==> config.mk <==
export PLATFORM = sky130hd
export DESIGN_NAME = rf_wb_ctrl_flat
export DESIGN_NICKNAME = d
export VERILOG_FILES = /design/src/rtl/rf_pkg.sv /design/src/rtl/rf_wb_ctrl_if.sv /design/src/rtl/rf_scoreboard.sv /design/src/rtl/rf_wb_ctrl.sv /design/src/flat_wrapper.sv
export SDC_FILE = /design/constraint.sdc
export NUM_CORES = 1
export LEC_CHECK = 0
export BUFFER_PORTS_ARGS = -buffer_cell sky130_fd_sc_hd__buf_4
export CORE_ASPECT_RATIO = 0.6
export CORE_MARGIN = 5
export CORE_UTILIZATION = 35
export CTS_CLUSTER_SIZE = 24
export DETAILED_ROUTE_END_ITERATION = 10
export PLACE_DENSITY = 0.59
export SLEW_MARGIN = 20
export SYNTH_ARGS = -nofsm -noshare
export SYNTH_HDL_FRONTEND = slang
export SYNTH_HIERARCHICAL = 1
export SYNTH_SLANG_ARGS = --single-unit
==> constraint.sdc <==
create_clock -name clk -period 2.5 [get_ports clk]
set_input_delay 0.5 -clock clk [delete_from_list [all_inputs] [get_ports clk]]
set_output_delay 0.5 -clock clk [all_outputs]
set_load 0.02 [all_outputs]
==> src/rtl/rf_pkg.sv <==
// rf_pkg: shared widths, writeback source encoding and request record for the register-file writeback slice
package rf_pkg;
   localparam int XLEN     = 32;
   localparam int NUM_REGS = 32;
   localparam int RADDR_W  = 5;
   typedef enum logic {
      WB_ALU = 1'b0,
      WB_LD  = 1'b1
   } wb_src_t;
   typedef struct packed {
      logic [RADDR_W-1:0] addr;
      logic [XLEN-1:0]    data;
   } wb_req_t;
endpackage

==> src/rtl/rf_wb_ctrl_if.sv <==
// rf_wb_ctrl_if: writeback request, reservation, operand-busy and register-file write bundle
interface rf_wb_ctrl_if #(
   parameter int XLEN = 32
);
   import rf_pkg::*;
   logic               Alu_Valid;
   logic [RADDR_W-1:0] Alu_Addr;
   logic [XLEN-1:0]    Alu_Data;
   logic               Alu_Ready;
   logic               Ld_Valid;
   logic [RADDR_W-1:0] Ld_Addr;
   logic [XLEN-1:0]    Ld_Data;
   logic               Ld_Ready;
   logic               Rsv_En;
   logic [RADDR_W-1:0] Rsv_Addr;
   logic               Rsv_Stall;
   logic [RADDR_W-1:0] RAddr1_RF;
   logic [RADDR_W-1:0] RAddr2_RF;
   logic               Busy1;
   logic               Busy2;
   logic               WrEn_RF;
   logic [RADDR_W-1:0] WAddr_RF;
   logic [XLEN-1:0]    WD_RF;
   modport master (
      output Alu_Valid, Alu_Addr, Alu_Data, Ld_Valid, Ld_Addr, Ld_Data,
             Rsv_En, Rsv_Addr, RAddr1_RF, RAddr2_RF,
      input  Alu_Ready, Ld_Ready, Rsv_Stall, Busy1, Busy2, WrEn_RF, WAddr_RF, WD_RF
   );
   modport slave (
      input  Alu_Valid, Alu_Addr, Alu_Data, Ld_Valid, Ld_Addr, Ld_Data,
             Rsv_En, Rsv_Addr, RAddr1_RF, RAddr2_RF,
      output Alu_Ready, Ld_Ready, Rsv_Stall, Busy1, Busy2, WrEn_RF, WAddr_RF, WD_RF
   );
endinterface

==> src/rtl/rf_scoreboard.sv <==
// rf_scoreboard: per-register pending-write counters with reserve/release and two busy lookups; RF_WB_BYPASS_EN releases Busy during the final write
module rf_scoreboard
   import rf_pkg::*;
#(
   parameter int CNT_W = 2
) (
   input  logic               clk,
   input  logic               rst,
   input  logic               rsv_en,
   input  logic [RADDR_W-1:0] rsv_addr,
   input  logic               wr_en,
   input  logic [RADDR_W-1:0] wr_addr,
   input  logic [RADDR_W-1:0] raddr1,
   input  logic [RADDR_W-1:0] raddr2,
   output logic               rsv_stall,
   output logic               busy1,
   output logic               busy2
);
   localparam logic [CNT_W-1:0] CNT_MAX = '1;
   logic [NUM_REGS-1:0][CNT_W-1:0] cnt_q, cnt_d;
   logic rsv_ok, byp1, byp2;
   // saturated counters refuse reservations; a reserve and a release on the same register cancel out
   always_comb begin
      rsv_stall = ~rst & rsv_en & (rsv_addr != '0) & (cnt_q[rsv_addr] == CNT_MAX);
      rsv_ok    = ~rst & rsv_en & (rsv_addr != '0) & (cnt_q[rsv_addr] != CNT_MAX);
      cnt_d     = cnt_q;
      cnt_d[0]  = '0;
      for (int i = 1; i < NUM_REGS; i++)
         cnt_d[i] = (rsv_ok & (rsv_addr == RADDR_W'(i)) & ~(wr_en & (wr_addr == RADDR_W'(i)))) ? cnt_q[i] + CNT_W'(1) :
                    (wr_en & (wr_addr == RADDR_W'(i)) & ~(rsv_ok & (rsv_addr == RADDR_W'(i))) & (cnt_q[i] != '0)) ? cnt_q[i] - CNT_W'(1) :
                    cnt_q[i];
      byp1 = 1'b0;
      byp2 = 1'b0;
`ifdef RF_WB_BYPASS_EN
      byp1 = wr_en & (wr_addr == raddr1) & (cnt_q[raddr1] == CNT_W'(1));
      byp2 = wr_en & (wr_addr == raddr2) & (cnt_q[raddr2] == CNT_W'(1));
`endif
      busy1 = ~rst & (cnt_q[raddr1] != '0) & ~byp1;
      busy2 = ~rst & (cnt_q[raddr2] != '0) & ~byp2;
   end
   // counter state; x0 never accumulates
   always_ff @(posedge clk or posedge rst) begin
      if (rst) cnt_q <= '0;
      else     cnt_q <= cnt_d;
   end
endmodule

==> src/rtl/rf_wb_ctrl.sv <==
// rf_wb_ctrl: round-robin ALU/load writeback arbiter driving a registered RF write port plus pending-write scoreboard; RF_WB_BYPASS_EN masks Busy on the last outstanding write
module rf_wb_ctrl #(
   parameter int XLEN  = 32,
   parameter int CNT_W = 2
) (
   input logic         clk,
   input logic         rst,
   rf_wb_ctrl_if.slave wb
);
   import rf_pkg::*;
   wb_src_t            last_q, last_d;
   logic               wen_q, wen_d;
   logic [RADDR_W-1:0] waddr_q, waddr_d;
   logic [XLEN-1:0]    wd_q, wd_d;
   logic               gnt_alu, gnt_ld;
   // a lone requester wins; a tie goes to the source not granted last; writes to x0 are consumed silently
   always_comb begin
      gnt_alu = ~rst & wb.Alu_Valid & (~wb.Ld_Valid | (last_q == WB_LD));
      gnt_ld  = ~rst & wb.Ld_Valid & (~wb.Alu_Valid | (last_q == WB_ALU));
      last_d  = gnt_alu ? WB_ALU : gnt_ld ? WB_LD : last_q;
      waddr_d = gnt_alu ? wb.Alu_Addr : gnt_ld ? wb.Ld_Addr : waddr_q;
      wd_d    = gnt_alu ? wb.Alu_Data : gnt_ld ? wb.Ld_Data : wd_q;
      wen_d   = (gnt_alu | gnt_ld) & (waddr_d != '0);
   end
   // pointer and output stage; reset drops any in-flight write
   always_ff @(posedge clk or posedge rst) begin
      if (rst) begin
         last_q  <= WB_LD;
         wen_q   <= 1'b0;
         waddr_q <= '0;
         wd_q    <= '0;
      end else begin
         last_q  <= last_d;
         wen_q   <= wen_d;
         waddr_q <= waddr_d;
         wd_q    <= wd_d;
      end
   end
   assign wb.Alu_Ready = gnt_alu;
   assign wb.Ld_Ready  = gnt_ld;
   assign wb.WrEn_RF   = wen_q;
   assign wb.WAddr_RF  = waddr_q;
   assign wb.WD_RF     = wd_q;
   rf_scoreboard #(.CNT_W(CNT_W)) u_sb (
      .clk       (clk),
      .rst       (rst),
      .rsv_en    (wb.Rsv_En),
      .rsv_addr  (wb.Rsv_Addr),
      .wr_en     (wen_q),
      .wr_addr   (waddr_q),
      .raddr1    (wb.RAddr1_RF),
      .raddr2    (wb.RAddr2_RF),
      .rsv_stall (wb.Rsv_Stall),
      .busy1     (wb.Busy1),
      .busy2     (wb.Busy2)
   );
endmodule

==> src/flat_wrapper.sv <==
// flat-port wrapper written by rule: the top's interface ports become plain ports
module rf_wb_ctrl_flat import rf_pkg::*;
#(
   parameter int XLEN  = 32,
   parameter int CNT_W = 2
)
  (clk, rst, wb_Alu_Valid, wb_Alu_Addr, wb_Alu_Data, wb_Ld_Valid, wb_Ld_Addr, wb_Ld_Data, wb_Rsv_En, wb_Rsv_Addr, wb_RAddr1_RF, wb_RAddr2_RF, wb_Alu_Ready, wb_Ld_Ready, wb_Rsv_Stall, wb_Busy1, wb_Busy2, wb_WrEn_RF, wb_WAddr_RF, wb_WD_RF);
  rf_wb_ctrl_if #(.XLEN(XLEN)) wb_i ();
  input logic clk;
  input logic rst;
  input wire logic [$bits(wb_i.Alu_Valid)-1:0] wb_Alu_Valid;
  input wire logic [$bits(wb_i.Alu_Addr)-1:0] wb_Alu_Addr;
  input wire logic [$bits(wb_i.Alu_Data)-1:0] wb_Alu_Data;
  input wire logic [$bits(wb_i.Ld_Valid)-1:0] wb_Ld_Valid;
  input wire logic [$bits(wb_i.Ld_Addr)-1:0] wb_Ld_Addr;
  input wire logic [$bits(wb_i.Ld_Data)-1:0] wb_Ld_Data;
  input wire logic [$bits(wb_i.Rsv_En)-1:0] wb_Rsv_En;
  input wire logic [$bits(wb_i.Rsv_Addr)-1:0] wb_Rsv_Addr;
  input wire logic [$bits(wb_i.RAddr1_RF)-1:0] wb_RAddr1_RF;
  input wire logic [$bits(wb_i.RAddr2_RF)-1:0] wb_RAddr2_RF;
  output wire logic [$bits(wb_i.Alu_Ready)-1:0] wb_Alu_Ready;
  output wire logic [$bits(wb_i.Ld_Ready)-1:0] wb_Ld_Ready;
  output wire logic [$bits(wb_i.Rsv_Stall)-1:0] wb_Rsv_Stall;
  output wire logic [$bits(wb_i.Busy1)-1:0] wb_Busy1;
  output wire logic [$bits(wb_i.Busy2)-1:0] wb_Busy2;
  output wire logic [$bits(wb_i.WrEn_RF)-1:0] wb_WrEn_RF;
  output wire logic [$bits(wb_i.WAddr_RF)-1:0] wb_WAddr_RF;
  output wire logic [$bits(wb_i.WD_RF)-1:0] wb_WD_RF;
  assign wb_i.Alu_Valid = wb_Alu_Valid;
  assign wb_i.Alu_Addr = wb_Alu_Addr;
  assign wb_i.Alu_Data = wb_Alu_Data;
  assign wb_i.Ld_Valid = wb_Ld_Valid;
  assign wb_i.Ld_Addr = wb_Ld_Addr;
  assign wb_i.Ld_Data = wb_Ld_Data;
  assign wb_i.Rsv_En = wb_Rsv_En;
  assign wb_i.Rsv_Addr = wb_Rsv_Addr;
  assign wb_i.RAddr1_RF = wb_RAddr1_RF;
  assign wb_i.RAddr2_RF = wb_RAddr2_RF;
  assign wb_Alu_Ready = wb_i.Alu_Ready;
  assign wb_Ld_Ready = wb_i.Ld_Ready;
  assign wb_Rsv_Stall = wb_i.Rsv_Stall;
  assign wb_Busy1 = wb_i.Busy1;
  assign wb_Busy2 = wb_i.Busy2;
  assign wb_WrEn_RF = wb_i.WrEn_RF;
  assign wb_WAddr_RF = wb_i.WAddr_RF;
  assign wb_WD_RF = wb_i.WD_RF;
  rf_wb_ctrl #(.XLEN(XLEN), .CNT_W(CNT_W)) u_core (.clk(clk), .rst(rst), .wb(wb_i));
endmodule
==> results.md <==
- The flow ran to the end, but the final reports show violations.
- The checks that failed: negative setup slack.
- The area share of the leading cell type in the synthesized netlist is 38.54%.
- The primary flip-flop cell chosen by synthesis mapping is sky130_fd_sc_hd__dfrtp_1.
- The pin count of the biggest net entering global routing is 55.
- The TritonCTS clock tree is built.
- sky130_fd_sc_hd__dfrtp_1 takes more of the synthesized area than any other cell.
- Counting instances in the post-synthesis netlist gives the leading cell types as 103 x sky130_fd_sc_hd__nor2_1, 100 x sky130_fd_sc_hd__dfrtp_1, 44 x sky130_fd_sc_hd__inv_1.
- Summed over all cells, the static leakage comes to 4.038 nW.
- The CTS clock-pin slew for the worst setup and hold paths is 80 ps.
- For this block, the initial DRC count from the detailed router was 690.
- The transition at the pin with the smallest max-transition slack is 613.5 ps.
- The number of fillers in the final layout is 1752.
- Sequential cells were found to cover 38.94% of the synthesized design area.
- For this configuration, the core starts out at a cell density of 35.75%.
- The nature of the critical path startpoint is a register.
- The port buffer count is 136.
- The data arrival time at the worst-slack endpoint is 2190 ps.
- In this run, post-CTS hold repair placed 0 buffers.
- The die covers 21470 um^2.
- The die span in y is 115.5 um.
- The critical path depth is 5.
- STA puts the critical path data required time at 2000 ps.
- The number of antenna violations at the first check in global routing was 0.
- The clock insertion delay at the later pin of the skew report is 360 ps.
- The count of vias placed by the detailed router is 6323.
- The clock tree synthesis step divided the H-tree into 3 levels.
- The xor/xnor share of the synthesized area is 2.158%.
- The tightest min-delay check is of the input port to asynchronous set/reset pin type.
- The register-to-register setup slack is 90 ps.
- On the critical path the largest part of the delay comes from multiplexers.
- The area growth from synthesis to layout is 33.47%.
- Setup repair after global routing could not meet its margin everywhere.
- The most used standard cell by instance count after synthesis is sky130_fd_sc_hd__nor2_1.
- The count of pins over their slew limit is 0.
- The total count of hold-check failures in the final report was 0.
- The first global-routing pass estimated 34730 um of wire.
- The remaining number of nets flagged by the antenna check after routing is 0.
- The number of maximum-capacitance violations is 0.
- Traced cell by cell, the critical path runs through nor2_1 > mux4_2 > mux4_2 > a211oi_4 > buf_6.
- The final worst-path cycle share is 107.7%.
- The total overflow left after global routing is 0.
- The number of enable flip-flop cells after synthesis is 0.
- The synthesized area per cell is 9.198 um^2.
- The critical setup path kind is register to primary output.
- The relative slew slack is 59.10%.
- The overall global routing resource usage is 21.19%.
- Timing would allow up to 371.2 MHz.
- The maximum vdd drop is 0.0003448 V.
- The endpoint type of the worst setup path is a primary output.
- The largest individual stage delay along the critical path comes from the cell sky130_fd_sc_hd__mux4_2.
- The power density over the cells is 662.4 nW/um^2.
- The number of diodes added for antenna fixing is 0.
- The critical path starts at u_core/u_sb/cnt_q[53]$_DFFE_PP0P_.
- Routability-driven placement finished with a final weighted congestion of 0.9591.
- The maximum net fanout on the critical path is 2.
- Once routing completed, OpenROAD measured the worst setup slack at -193.7 ps.
- The net count after synthesis is 800.
- The worst-case clock skew is 12.51 ps.
- The startpoint of the most critical register-to-register path is u_core/u_sb/cnt_q[53]$_DFFE_PP0P_.
- After Yosys synthesis, full adders, half adders and majority gates account for 0% of the synthesized area.
- The gate count after technology mapping is 706.
- The via count of the first global-routing pass is 5826.
- The clock sink count is 101.
- For the worst flop-to-flop path, the logic depth is 9.
- 137 I/O pins were placed.
- The floorplan core area is 18160 um^2.
- The total of flip-flops plus latches after synthesis is 101.
- In this design, the critical path's most frequently occurring cell is sky130_fd_sc_hd__mux4_2.
- The post-synthesis cell type count is 58.
- The root buffer cell chosen for the clock tree is sky130_fd_sc_hd__clkbuf_16.
- The share of final-layout standard cells stronger than drive strength 1 is 33.70%.
- The net count of the finished layout is 988.
- Using the TritonRoute via totals, the vias-per-cell ratio works out to 5.551.
- The length of the first detailed-routing pass in iterations is 6.
- The synthesis warning total is 6.
- In this design, the stage delay of the slowest critical-path cell is 510 ps.
- The fraction of registers with async set/reset is 100.0%.
- The fraction of the mapped netlist area in simple logic gates is 18.19%.
- The sum of routed wire length over all layers is 22470 um.
- The shortest period the worst path allows is 2694 ps.
- The CTS buffer count is 9.
- By area the synthesized netlist is led by sky130_fd_sc_hd__dfrtp_1 39%, sky130_fd_sc_hd__mux4_2 7.6%, sky130_fd_sc_hd__nor2_1 6.0%.
- The design draws 0.005741 W.
- Together, buffers and inverters on the worst path number 1.
- The buffer depth of the longest clock path is 2.
- The sum of negative setup slack is -500.7 ps.
- The endpoint of the worst register-to-register path is u_core/u_sb/cnt_q[61]$_DFFE_PP0P_.
- Setup violations remaining at the end of the flow were counted as 3.
- The number of placement rows is 38.
- By area, the combinational part of the netlist is dominated by compound AO/OA/AOI/OAI gates.
- Summed over all nets, the half-perimeter wirelength after detailed placement is 16970 um.
- The share of the synthesized area in compound gates (AO/OA/AOI/OAI) is 26.40%.
- After detailed routing, the number of remaining DRC violations is 0.
- The width of the die is 185.8 um.
- The average detailed-routed wire length per instance is 19.73 um.
- The mux cell area share after synthesis is 8.902%.
- Summing every instance area after synthesis gives 6494 um^2.
routing by layer:
metal / vias to the layer above / track usage (%) / part of all wire [%]
met5: - / 0 / 0
met4: 0 / 4.027 / 0.85
met3: 18 / 6.054 / 8.4
met2: 213 / 27.45 / 39
met1: 3065 / 34.46 / 51
li1: 3027 / - / -
through the flow:
step	area [um^2]	util, %	hold slack, ps	cells	worst slack (ps)
finish	8667	47.72	302.0	1139	-193.7
floorplan	6534	-	469.2	706	-12.85
detailed placement	8088	44.53	496.2	1099	-38.66
global placement	8088	44.53	497.2	1099	-26.04
CTS	8647	47.61	303.2	1139	-222.5
global route	8667	47.72	315.3	1139	-260.1
layout by cell type (no fill, tap or decap), types with 21 or more instances in the layout:
master,count
sky130_fd_sc_hd__mux4_2,23
sky130_fd_sc_hd__inv_1,43
sky130_fd_sc_hd__buf_4,206
sky130_fd_sc_hd__a222oi_1,32
sky130_fd_sc_hd__dfrtp_1,88
sky130_fd_sc_hd__nand2_1,41
sky130_fd_sc_hd__o21ai_0,27
sky130_fd_sc_hd__nor2_1,93
sky130_fd_sc_hd__nor3_1,21
sky130_fd_sc_hd__a21oi_1,28
registers in the layout, summed over array words and instances, names as in the netlist:
name                flops
u_core/u_sb/cnt_q      62
u_core/wb.WD_RF        32
u_core/wb.WAddr_RF      5
u_core/last_q           1
u_core/wb.WrEn_RF       1
how the worst max path moves through the flow:
stage,to,slack [ps]
floorplan,wb_Busy1,-10
global placement,u_core/u_sb/cnt_q[18]$_DFFE_PP0P_,-30
detailed placement,wb_Rsv_Stall,-40
CTS,wb_Busy1,-220
global route,wb_Busy1,-260
finish,wb_Busy2,-190
what timing repair did:
item,CTS,global route
pin swaps,8,1
endpoints found under the setup margin,3,3
hold endpoints to repair,0,0
gates resized for setup,26,9
buffers inserted,24,0
layout make-up:
type	count	area (um^2)	share of cell area, %
inverters	45	168.9	1.949
clock inverters	5	63.81	0.7362
multi-input cells	525	3706	42.76
repair buffers	212	1632	18.82
clock buffers	11	252.7	2.916
flip-flops and latches	101	2544	29.35
well taps	240	300.3	3.465
cells by family after synthesis:
logic type,count (synthesis)
simple gates,250
flops,101
mux,27
xor+xnor,16
buf+inv,80
compound gates,232
worst reg2reg max path, cell delays in order (launching register included):
cell and delay [ps]:
sky130_fd_sc_hd__dfrtp_1 430, sky130_fd_sc_hd__buf_6 150, sky130_fd_sc_hd__mux4_2 460, sky130_fd_sc_hd__a22oi_1 200
sky130_fd_sc_hd__and3_4 210, sky130_fd_sc_hd__buf_4 110, sky130_fd_sc_hd__buf_4 210, sky130_fd_sc_hd__o21ai_1 190
sky130_fd_sc_hd__a21boi_0 210, sky130_fd_sc_hd__o22a_1 180
power breakdown:
group | total (W) | leakage (nW) | switching [W] | internal (W)
Clock | 0.00151 | 0.153 | 0.000672 | 0.000841
Sequential | 0.00222 | 1.25 | 0.000293 | 0.00193
Combinational | 0.00201 | 2.63 | 0.00107 | 0.000940
Note: power is estimated with default switching activity, not from simulation.
